### config.mk
export PLATFORM = sky130hd
export DESIGN_NAME = spi_slave
export DESIGN_NICKNAME = d
export VERILOG_FILES = /design/src/rtl/spi_pkg.sv /design/src/rtl/spi_sync.sv /design/src/rtl/spi_slave.sv
export SDC_FILE = /design/constraint.sdc
export NUM_CORES = 1
export LEC_CHECK = 0
export CAP_MARGIN = 20
export CORE_MARGIN = 2
export CORE_UTILIZATION = 52
export DETAILED_ROUTE_END_ITERATION = 16
export MAX_ROUTING_LAYER = met4
export PLACE_DENSITY = 0.76
export SYNTH_ARGS = -nofsm -noshare
export SYNTH_HDL_FRONTEND = slang
export SYNTH_SLANG_ARGS = --single-unit
export TNS_END_PERCENT = 5
### constraint.sdc
create_clock -name clk -period 2.7 [get_ports clk]
set_clock_uncertainty 0.2 [all_clocks]
set_input_delay 0.405 -clock clk [delete_from_list [all_inputs] [get_ports clk]]
set_output_delay 0.405 -clock clk [all_outputs]
set_load 0.02 [all_outputs]
### src/rtl/spi_pkg.sv
// spi_pkg: shared types and constants for the SPI slave.
//   spi_slv_state_t : responder FSM states
//   SPI_DW_DEFAULT  : default word width in bits
package spi_pkg;

  typedef enum logic [1:0] {
    WAIT_DESEL = 2'd0,
    IDLE       = 2'd1,
    ACTIVE     = 2'd2
  } spi_slv_state_t;

  localparam int SPI_DW_DEFAULT = 8;

endpackage

### src/rtl/spi_sync.sv
// spi_sync: N-stage flip-flop synchroniser for one asynchronous input.
//   clk   in   system clock
//   rst   in   synchronous active-high reset, loads RST_VAL into every stage
//   d     in   asynchronous input
//   q     out  synchronised output (last stage)
module spi_sync #(
  parameter int   STAGES  = 2,
  parameter logic RST_VAL = 1'b0
) (
  input  logic clk,
  input  logic rst,
  input  logic d,
  output logic q
);

  logic [STAGES-1:0] sync_q, sync_d;

  always_comb sync_d = {sync_q[STAGES-2:0], d};

  always_ff @(posedge clk) begin
    if (rst) sync_q <= {STAGES{RST_VAL}};
    else     sync_q <= sync_d;
  end

  assign q = sync_q[STAGES-1];

endmodule

### src/rtl/spi_slave.sv
// spi_slave: SPI mode-0 responder, MSB first, fully oversampled in clk.
//   clk, rst            system clock, synchronous active-high reset
//   sclk, mosi, cs_n    asynchronous SPI inputs from the master
//   miso                slave-out data (registered)
//   tx_data/valid/ready one-word TX holding buffer, write on valid&&ready
//   rx_data, rx_valid   last received word and its 1-cycle strobe
//   tx_underrun         pulses when DUMMY_WORD is loaded for lack of data
//   miso_oe             only with SPI_SLAVE_MISO_OE_EN: high while ACTIVE;
//                       miso then carries the shift MSB unconditionally.
module spi_slave
  import spi_pkg::*;
#(
  parameter int                    DATA_WIDTH  = SPI_DW_DEFAULT,
  parameter int                    SYNC_STAGES = 2,
  parameter logic [DATA_WIDTH-1:0] DUMMY_WORD  = DATA_WIDTH'(8'hFF)
) (
  input  logic                  clk,
  input  logic                  rst,
  input  logic                  sclk,
  input  logic                  mosi,
  input  logic                  cs_n,
  output logic                  miso,
`ifdef SPI_SLAVE_MISO_OE_EN
  output logic                  miso_oe,
`endif
  input  logic [DATA_WIDTH-1:0] tx_data,
  input  logic                  tx_valid,
  output logic                  tx_ready,
  output logic [DATA_WIDTH-1:0] rx_data,
  output logic                  rx_valid,
  output logic                  tx_underrun
);

  localparam int DW = DATA_WIDTH;
  localparam int CW = (DW > 2) ? $clog2(DW) : 1;
  localparam int SW = $clog2(SYNC_STAGES + 1);

  logic sclk_s, mosi_s, cs_n_s;

  spi_sync #(.STAGES(SYNC_STAGES), .RST_VAL(1'b0)) u_sync_sclk (.clk, .rst, .d(sclk), .q(sclk_s));
  spi_sync #(.STAGES(SYNC_STAGES), .RST_VAL(1'b0)) u_sync_mosi (.clk, .rst, .d(mosi), .q(mosi_s));
  spi_sync #(.STAGES(SYNC_STAGES), .RST_VAL(1'b1)) u_sync_csn  (.clk, .rst, .d(cs_n), .q(cs_n_s));

  spi_slv_state_t state_q, state_d;
  logic          sclk_d1_q;
  logic [DW-1:0] tx_shift_q, tx_shift_d;
  logic [DW-1:0] rx_shift_q, rx_shift_d;
  logic [CW-1:0] bit_cnt_q, bit_cnt_d;
  logic          load_pending_q, load_pending_d;
  logic [DW-1:0] buf_q, buf_d;
  logic          buf_full_q, buf_full_d;
  logic [DW-1:0] rx_data_q, rx_data_d;
  logic          rx_valid_q, rx_valid_d;
  logic          underrun_q, underrun_d;
  logic          miso_q, miso_d;
  logic [SW-1:0] settle_q, settle_d;
  logic          load;

  // The cs_n synchroniser resets to "deselected"; without waiting for it to
  // flush, WAIT_DESEL would see that reset value and join a live frame.
  logic settled;
  assign settled = (settle_q == SW'(SYNC_STAGES));

  logic sclk_rise, sclk_fall;
  assign sclk_rise =  sclk_s & ~sclk_d1_q;
  assign sclk_fall = ~sclk_s &  sclk_d1_q;

  always_comb begin
    state_d        = state_q;
    tx_shift_d     = tx_shift_q;
    rx_shift_d     = rx_shift_q;
    bit_cnt_d      = bit_cnt_q;
    load_pending_d = load_pending_q;
    buf_d          = buf_q;
    buf_full_d     = buf_full_q;
    rx_data_d      = rx_data_q;
    rx_valid_d     = 1'b0;
    underrun_d     = 1'b0;
    settle_d       = settled ? settle_q : settle_q + SW'(1);
    load           = 1'b0;

    unique case (state_q)
      WAIT_DESEL: if (settled && cs_n_s) state_d = IDLE;
      IDLE: begin
        if (!cs_n_s) begin
          state_d   = ACTIVE;
          load      = 1'b1;
          bit_cnt_d = '0;
        end
      end
      ACTIVE: begin
        if (cs_n_s) begin
          // Deselect mid-word drops the partial word silently.
          state_d        = IDLE;
          bit_cnt_d      = '0;
          load_pending_d = 1'b0;
        end else begin
          if (sclk_rise) begin
            rx_shift_d = {rx_shift_q[DW-2:0], mosi_s};
            if (bit_cnt_q == CW'(DW - 1)) begin
              rx_data_d      = rx_shift_d;
              rx_valid_d     = 1'b1;
              bit_cnt_d      = '0;
              load_pending_d = 1'b1;
            end else begin
              bit_cnt_d = bit_cnt_q + CW'(1);
            end
          end
          // After the last rise the next fall presents the following word's
          // MSB instead of shifting, so words run back to back.
          if (sclk_fall) begin
            if (load_pending_q) begin
              load           = 1'b1;
              load_pending_d = 1'b0;
            end else begin
              tx_shift_d = tx_shift_q << 1;
            end
          end
        end
      end
      default: state_d = WAIT_DESEL;
    endcase

    if (load) begin
      if (buf_full_q) begin
        tx_shift_d = buf_q;
        buf_full_d = 1'b0;
      end else begin
        tx_shift_d = DUMMY_WORD;
        underrun_d = 1'b1;
      end
    end

    // Write is judged on the pre-load buffer state, so a write racing a load
    // of an empty buffer lands in the buffer while the load takes the dummy.
    if (tx_valid && !buf_full_q) begin
      buf_d      = tx_data;
      buf_full_d = 1'b1;
    end

`ifdef SPI_SLAVE_MISO_OE_EN
    miso_d = tx_shift_d[DW-1];
`else
    miso_d = (state_d == ACTIVE) ? tx_shift_d[DW-1] : 1'b0;
`endif
  end

  always_ff @(posedge clk) begin
    if (rst) begin
      state_q        <= WAIT_DESEL;
      sclk_d1_q      <= 1'b0;
      tx_shift_q     <= '0;
      rx_shift_q     <= '0;
      bit_cnt_q      <= '0;
      load_pending_q <= 1'b0;
      buf_q          <= '0;
      buf_full_q     <= 1'b0;
      rx_data_q      <= '0;
      rx_valid_q     <= 1'b0;
      underrun_q     <= 1'b0;
      miso_q         <= 1'b0;
      settle_q       <= '0;
    end else begin
      state_q        <= state_d;
      sclk_d1_q      <= sclk_s;
      tx_shift_q     <= tx_shift_d;
      rx_shift_q     <= rx_shift_d;
      bit_cnt_q      <= bit_cnt_d;
      load_pending_q <= load_pending_d;
      buf_q          <= buf_d;
      buf_full_q     <= buf_full_d;
      rx_data_q      <= rx_data_d;
      rx_valid_q     <= rx_valid_d;
      underrun_q     <= underrun_d;
      miso_q         <= miso_d;
      settle_q       <= settle_d;
    end
  end

`ifdef SPI_SLAVE_MISO_OE_EN
  logic miso_oe_q;
  always_ff @(posedge clk) begin
    if (rst) miso_oe_q <= 1'b0;
    else     miso_oe_q <= (state_d == ACTIVE);
  end
  assign miso_oe = miso_oe_q;
`endif

  assign miso        = miso_q;
  assign tx_ready    = ~buf_full_q;
  assign rx_data     = rx_data_q;
  assign rx_valid    = rx_valid_q;
  assign tx_underrun = underrun_q;

endmodule

==> results.toml, run 1 <==
[power]
ir_drop_v = 0.000412
sw_frac_of_total_pct = 25.2
power_leakage_uw = 0.000843
switchingPower_uw = 364
powerDensity_mw_per_mm2 = 607
pwr-share-clk_pct = 29.7
internal_power_uw = 1080
combPwrFrac_pct = 14.8
pwr-share-seq_pct = 55.4

[timing]
finalSetupViolCount = 0
timing.hold.ws_ns = 0.211
hold_viol = 0
finalCriticalPeriod_ns = 2.19
fmax_mhz = 456
slew_violations = 0
worst_pin_slew_ns = 0.581
rsz0062_at_grt = "false"
slew_headroom_pct = 61.2
tns_ns = 0
fin_crit_sh_pct = 81.2

[floorplanning]
num_rows = 22
pin_count = 26
die_y_um = 65.7
core_area_mm2 = 0.00366
die_width_um = 65.7
start_util_pct = 54.1
dieArea_mm2 = 0.00432

[logic_synthesis]
ys_ff_latch = 50
yosys.area_share.adder_pct = 4.42
synth_nets = 234
synth-simple-area-share_pct = 20.5
yosysSeqAreaShare_pct = 50.6
synth_top_family_by_area = "simple AND/OR/NAND/NOR gates"
synth.area.mux_share_pct = 7.08
syn_area_per_cell_um2 = 9.29
synth_xor_area_share_pct = 0.442
yosysWarnings = 0
syn_area_mm2 = 0.00198
synth_compound_gate_area_share_pct = 12.8
yosys.cell_types.count = 31
synthCells = 213

[final_layout]
fillers = 304
drive_gt1_share_pct = 6.75
syn_to_final_growth_pct = 20.2
fin_area_mm2 = 0.00238
n_antenna_cell = 0
num-nets-final = 257

[setup_path]
reg2reg_slack_ns = 0.55
crit_path_max_fanout = 11
cp_data_required_time_ns = 2.10
critPathArrivalTime_ns = 1.59
criticalPathCategory = "flip-flop to output pin"
critical_path_buf_inv_count = 2
r2r-end = "tx_shift_q[7]"
crit_path_top_delay_cell = "clkdlybuf4s50_1"
path_cells = "inv_1, clkdlybuf4s50_1"
cpPeakStageDelay_ns = 0.67
r2r_start = "state_q[0]"
cp-start-kind = "flip-flop"
crit_family = "buffers and inverters"
setup.worst_path.end_class = "output pin"
setup.worst_path.start = "buf_full_q"
rr_worst_depth = 6

[grt]
grt_pass1_wl_um = 6060
grt_overflow_total = 0
antenna_found_initial = 0
grt_pass1_vias = 1432
gr-usage-all-layers_pct = 18.9
grt_max_degree = 41

[placed_design]
dpl-instance-area_mm2 = 0.00229
port-buffer-count = 25
dp_hpwl_um = 2380
gp_congestion = 0.774

[hold_path]
hold_depth = 1
holdPathEnd = "u_sync_csn.sync_q[1]"
hp-start = "u_sync_csn.sync_q[0]"
hold_class = "flip-flop to flip-flop"

[detailed_routing]
routed_wl_um = 3420
drt-initial-drc-count = 84
ant_nets = 0
via_per_inst = 5.21
detail_route.wl_per_cell_um = 12.0
vias = 1484
drt_first_pass_iters = 4
drc_errors = 0

[clock_tree]
cts_resized = 0
clock_sinks = 50
clk_pin_slew_ns = 0.08
clk_latency_ns = 0.30
numCtsBuffers = 5
clk_path_buf_depth = 2
clock-root-buffer = "clkbuf_8"
cts.hold.buffers_added = 0
htree_levels = 2
cts_tree = "yes"
post_cts_buffers = 0

[flow_run]
cap_violations = 0

[status]
outcome = "finished clean"
## worst max path at each step
stage / to / slack (ns) / cells after the start
after floorplan: rx_data[2] / 0.86 / 7
after global placement: tx_shift_q[7] / 0.70 / 6
after detailed placement: tx_shift_q[7] / 0.59 / 6
after CTS: tx_ready / 0.51 / 2
after global routing: tx_shift_q[3] / 0.42 / 7
final: tx_ready / 0.51 / 2
## cells by family after synthesis
family	after synthesis
AO/OA/AOI/OAI	40
XOR/XNOR	1
adder cells (fa/ha/maj)	7
buffers and inverters	19
multiplexers	14
AND/OR/NAND/NOR	82
flip-flops	50
## power groups by stage
| stage | combinational (uW) | clock, uW | sequential, uW |
|---|---|---|---|
| global route | 249 | 473 | 805 |
| global placement | 207 | 0 | 814 |
| CTS | 214 | 444 | 799 |
| detailed placement | 212 | 0 | 816 |
| floorplan | 159 | 0 | 809 |
| finish | 214 | 429 | 800 |
## metal layers
| layer | up-vias | part of all wire (%) | global-route usage [%] |
|---|---|---|---|
| met5 | - | 0 | - |
| met4 | 0 | 2.8 | 11.2 |
| met3 | 7 | 3.2 | 4.11 |
| met2 | 23 | 47 | 30.9 |
| met1 | 680 | 47 | 21.1 |
| li1 | 774 | - | - |
## registers in the layout, indices dropped and copies added (netlist names)
signal,cells
state_q,2
u_sync_csn.sync_q,2
rx_data,8
buf_q,8
rx_shift_q,7
tx_shift_q,8
buf_full_q,1
bit_cnt_q,3
u_sync_sclk.sync_q,2
miso,1
u_sync_mosi.sync_q,2
load_pending_q,1
rx_valid,1
tx_underrun,1
sclk_d1_q,1
settle_q,2
## area by class of cell
class	count	area, um2	share of cell area (%)
flip-flops and latches	50	1000	42.1
well taps	48	60.1	2.52
clock inverters	1	5.00	0.210
repair buffers	29	293	12.3
inverters	6	22.5	0.947
multi-input cells	144	911	38.3
clock buffers	7	86.3	3.63
## per-stage QoR
stage	total power [uW]	worst slack, ns	util (%)	std cells
6_report	1440	0.507	65.0	285
5_1_grt	1530	0.418	65.0	285
4_1_cts	1460	0.512	65.0	285
3_5_place_dp	1030	0.588	62.5	277
3_3_place_gp	1020	0.696	62.5	277
2_1_floorplan	969	0.860	-	213
## Yosys cell counts
library cell / n / area, um2
nor2b_1: 9 / 56.3
a22o_1: 1 / 8.76
clkbuf_1: 8 / 30.0
o21a_1: 1 / 7.51
nand2b_1: 3 / 18.8
a22oi_1: 2 / 15.0
or4_1: 1 / 7.51
buf_6: 1 / 11.3
o21ai_1: 1 / 5.00
nor4bb_1: 1 / 10.0
nand3_1: 9 / 45.0
o221ai_1: 2 / 17.5
and4b_1: 1 / 10.0
mux2i_1: 14 / 140
nor3_4: 1 / 16.3
a21oi_1: 20 / 100
nand2b_4: 1 / 13.8
buf_1: 1 / 3.75
inv_1: 6 / 22.5
nor2_1: 16 / 60.1
ha_1: 7 / 87.6
o21bai_1: 1 / 7.51
a211oi_1: 9 / 67.6
nand2_1: 28 / 105
dfxtp_1: 50 / 1000
buf_2: 3 / 15.0
o31ai_1: 1 / 7.51
xor2_1: 1 / 8.76
or2_2: 2 / 12.5
nor3_1: 10 / 50.1
a221oi_1: 2 / 17.5
## layout by cell type, fill, tap and decap left out
cell / count
dfxtp_1: 50
nand2_1: 28
clkdlybuf4s50_1: 25
a21oi_1: 20
nor2_1: 16
mux2i_1: 14
nor3_1: 10
nor2b_1: 9
nand3_1: 9
a211oi_1: 9
ha_1: 7
inv_1: 6
clkbuf_8: 6
nand2b_1: 3
buf_4: 3
o221ai_1: 2
a22oi_1: 2
or2_2: 2
a221oi_1: 2
nor4bb_4: 1
and4b_1: 1
o21ai_1: 1
nand2b_4: 1
nor3_4: 1
xor2_1: 1
or4_1: 1
a22o_1: 1
o21a_1: 1
o21bai_1: 1
o31ai_1: 1
clkinv_2: 1
clkbuf_1: 1
buf_12: 1
(Power assumes the default switching activity.)
==> inputs of run 2 (changes only) <==
==> constraint.sdc (replaced) <==
create_clock -name clk -period 2.15 [get_ports clk]
set_clock_uncertainty 0.2 [all_clocks]
set_input_delay 0.3225 -clock clk [delete_from_list [all_inputs] [get_ports clk]]
set_output_delay 0.3225 -clock clk [all_outputs]
set_load 0.02 [all_outputs]
==> run 2 against run 1 <==
  * Die area unchanged
  * Register-to-register slack lost 0.35 ns
  * Core utilization rose by 2.4 points
  * Hold slack better by 0.0085 ns
  * Combinational power is 25% higher
  * Design area rose by 3.6%
  * Critical endpoint is now miso
  * Largest cell class unchanged
  * Largest power group unchanged
  * Highest routed layer unchanged
==> results.toml, run 2 (same netlist as run 1, synthesis figures left out) <==
[status]
outcome = "finished clean"

[floorplanning]
num_rows = 22
die_y_um = 65.7
pin_count = 26
core_area_mm2 = 0.00366
dieArea_mm2 = 0.00432
start_util_pct = 54.1
die_width_um = 65.7

[timing]
tns_ns = 0
hold_viol = 0
fin_crit_sh_pct = 90.9
worst_pin_slew_ns = 0.389
timing.hold.ws_ns = 0.219
fmax_mhz = 512
slew_violations = 0
finalSetupViolCount = 0
finalCriticalPeriod_ns = 1.95
slew_headroom_pct = 74.1

[power]
pwr-share-clk_pct = 38.1
finalPower_uw = 2060
powerDensity_mw_per_mm2 = 835
switchingPower_uw = 464
power_leakage_uw = 0.000891
ir_drop_v = 0.000569
pwr-share-seq_pct = 48.9
internal_power_uw = 1590
sw_frac_of_total_pct = 22.5
combPwrFrac_pct = 13.0

[clock_tree]
clk_path_buf_depth = 2
numCtsBuffers = 5
clk_latency_ns = 0.30
clk_pin_slew_ns = 0.09
cts_tree = "yes"
htree_levels = 2
clock_sinks = 50
clock-root-buffer = "clkbuf_8"

[setup_path]
cpPeakStageDelay_ns = 0.40
setup.worst_path.end_class = "flip-flop"
crit_path_top_delay_cell = "dfxtp_1"
crit_family = "compound AO/OA/AOI/OAI gates"
criticalPathCategory = "flip-flop to flip-flop"
critPathArrivalTime_ns = 1.98
critical_path_buf_inv_count = 1
crit_path_max_fanout = 6
cp_data_required_time_ns = 2.17
cp-start-kind = "flip-flop"
path_cells = "inv_1, ha_1, a22o_1, a221oi_1, o31ai_1, a211oi_1"

[final_layout]
fillers = 304
mostFrequentLayoutCells = "dfxtp_1 (50), nand2_1 (28), clkdlybuf4s50_1 (25)"
fin_util_pct = 67.3
num-nets-final = 263
multi_input_area_um2 = 913
layout_commonest_cell = "dfxtp_1"
drive_gt1_share_pct = 9.88
syn_to_final_growth_pct = 24.5
n_antenna_cell = 0
seq_area_mm2 = 0.00100

[detailed_routing]
routed_wl_um = 3450
via_per_inst = 5.27
drt_first_pass_iters = 3
vias = 1534
drt-initial-drc-count = 55
drc_errors = 0
ant_nets = 0
detail_route.wl_per_cell_um = 11.9

[placed_design]
port-buffer-count = 25
gp_congestion = 0.778
dp_hpwl_um = 2360

[grt]
grt_pass1_vias = 1377
grt.met2_usage_pct = 29.7
grt_overflow_total = 0
busiest_layer = "met2"
grt_max_degree = 26
grt_use_met3_pct = 4.11
grt_pass1_wl_um = 5940
antenna_found_initial = 0
gr-usage-met1_pct = 22.1
gr-usage-all-layers_pct = 18.4

[hold_path]
hold_class = "flip-flop to flip-flop"

[flow_run]
cap_violations = 0
==> run 2: cell types whose count changed in the layout (fill, tap and decap cells not counted) <==
| cell | before | now |
|---|---|---|
| clkinv_2 | 1 | 0 |
| ha_2 | 0 | 1 |
| bufinv_16 | 0 | 2 |
| buf_4 | 3 | 10 |
| ha_1 | 7 | 6 |
| buf_12 | 1 | 0 |
| clkbuf_1 | 1 | 0 |
==> run 2: area by class of cell <==
type	count	share of cell area (%)
clock inverters	2	2.44
flip-flops and latches	50	40.6
repair buffers	35	13.2
well taps	48	2.44
multi-input cells	144	37.1
inverters	6	0.914
clock buffers	6	3.35
==> run 2: worst reg2reg max path: cells and delay by family, from the launching register on <==
family | cells | cell delay, ns
AO/OA/AOI/OAI | 4 | 0.94
flip-flops | 1 | 0.40
adder cells (fa/ha/maj) | 1 | 0.25
buffers and inverters | 1 | 0.09
==> run 2: worst paths after layout <==
| path | end | startpoint | cells past startpoint | slack [ns] |
|---|---|---|---|---|
| setup / recovery | miso | state_q[1] | 6 | 0.20 |
| hold reg to reg | u_sync_csn.sync_q[1] | u_sync_csn.sync_q[0] | 1 | 0.22 |
| setup reg to reg | miso | state_q[1] | 6 | 0.20 |
| hold / removal | u_sync_csn.sync_q[1] | u_sync_csn.sync_q[0] | 1 | 0.22 |
==> run 2: timing repair <==
action	CTS	global route
endpoints found under the setup margin	0	13
gates resized for setup	0	1
hold buffers	0	0
setup buffers	0	2
==> run 2: stage by stage <==
stage | instances | instance area, um2 | worst slack [ns]
floorplan | 213 | 1980 | 0.310
global placement | 281 | 2300 | 0.173
detailed placement | 281 | 2300 | 0.0951
CTS | 289 | 2450 | 0.0552
global route | 291 | 2460 | -0.0337
finish | 291 | 2460 | 0.195
==> run 2: layer usage <==
metal / share of wire [%] / vias up
li1: - / 793
met1: 49 / 712
met2: 46 / 21
met3: 3.3 / 8
met4: 1.9 / 0
met5: 0 / -
==> run 2: power groups by stage <==
stage / registers, uW / clock network (uW) / logic [uW]
after floorplan: 1020 / 0 / 200
after global placement: 1020 / 0 / 261
after detailed placement: 1030 / 0 / 268
after CTS: 1010 / 806 / 270
after global routing: 1010 / 836 / 305
final: 1010 / 784 / 268
==> inputs of run 3 (changes only) <==
--- a/config.mk
+++ b/config.mk
@@ -5,9 +5,11 @@
 export SDC_FILE = /design/constraint.sdc
 export NUM_CORES = 1
 export LEC_CHECK = 0
+export ABC_CLOCK_PERIOD_IN_PS = 2150
 export CAP_MARGIN = 20
 export CORE_MARGIN = 2
 export CORE_UTILIZATION = 52
+export CTS_CLUSTER_SIZE = 12
 export DETAILED_ROUTE_END_ITERATION = 16
 export MAX_ROUTING_LAYER = met4
 export PLACE_DENSITY = 0.76
==> results of run 3 <==
Final layout, timing and power as in run 2 (identical DEF).
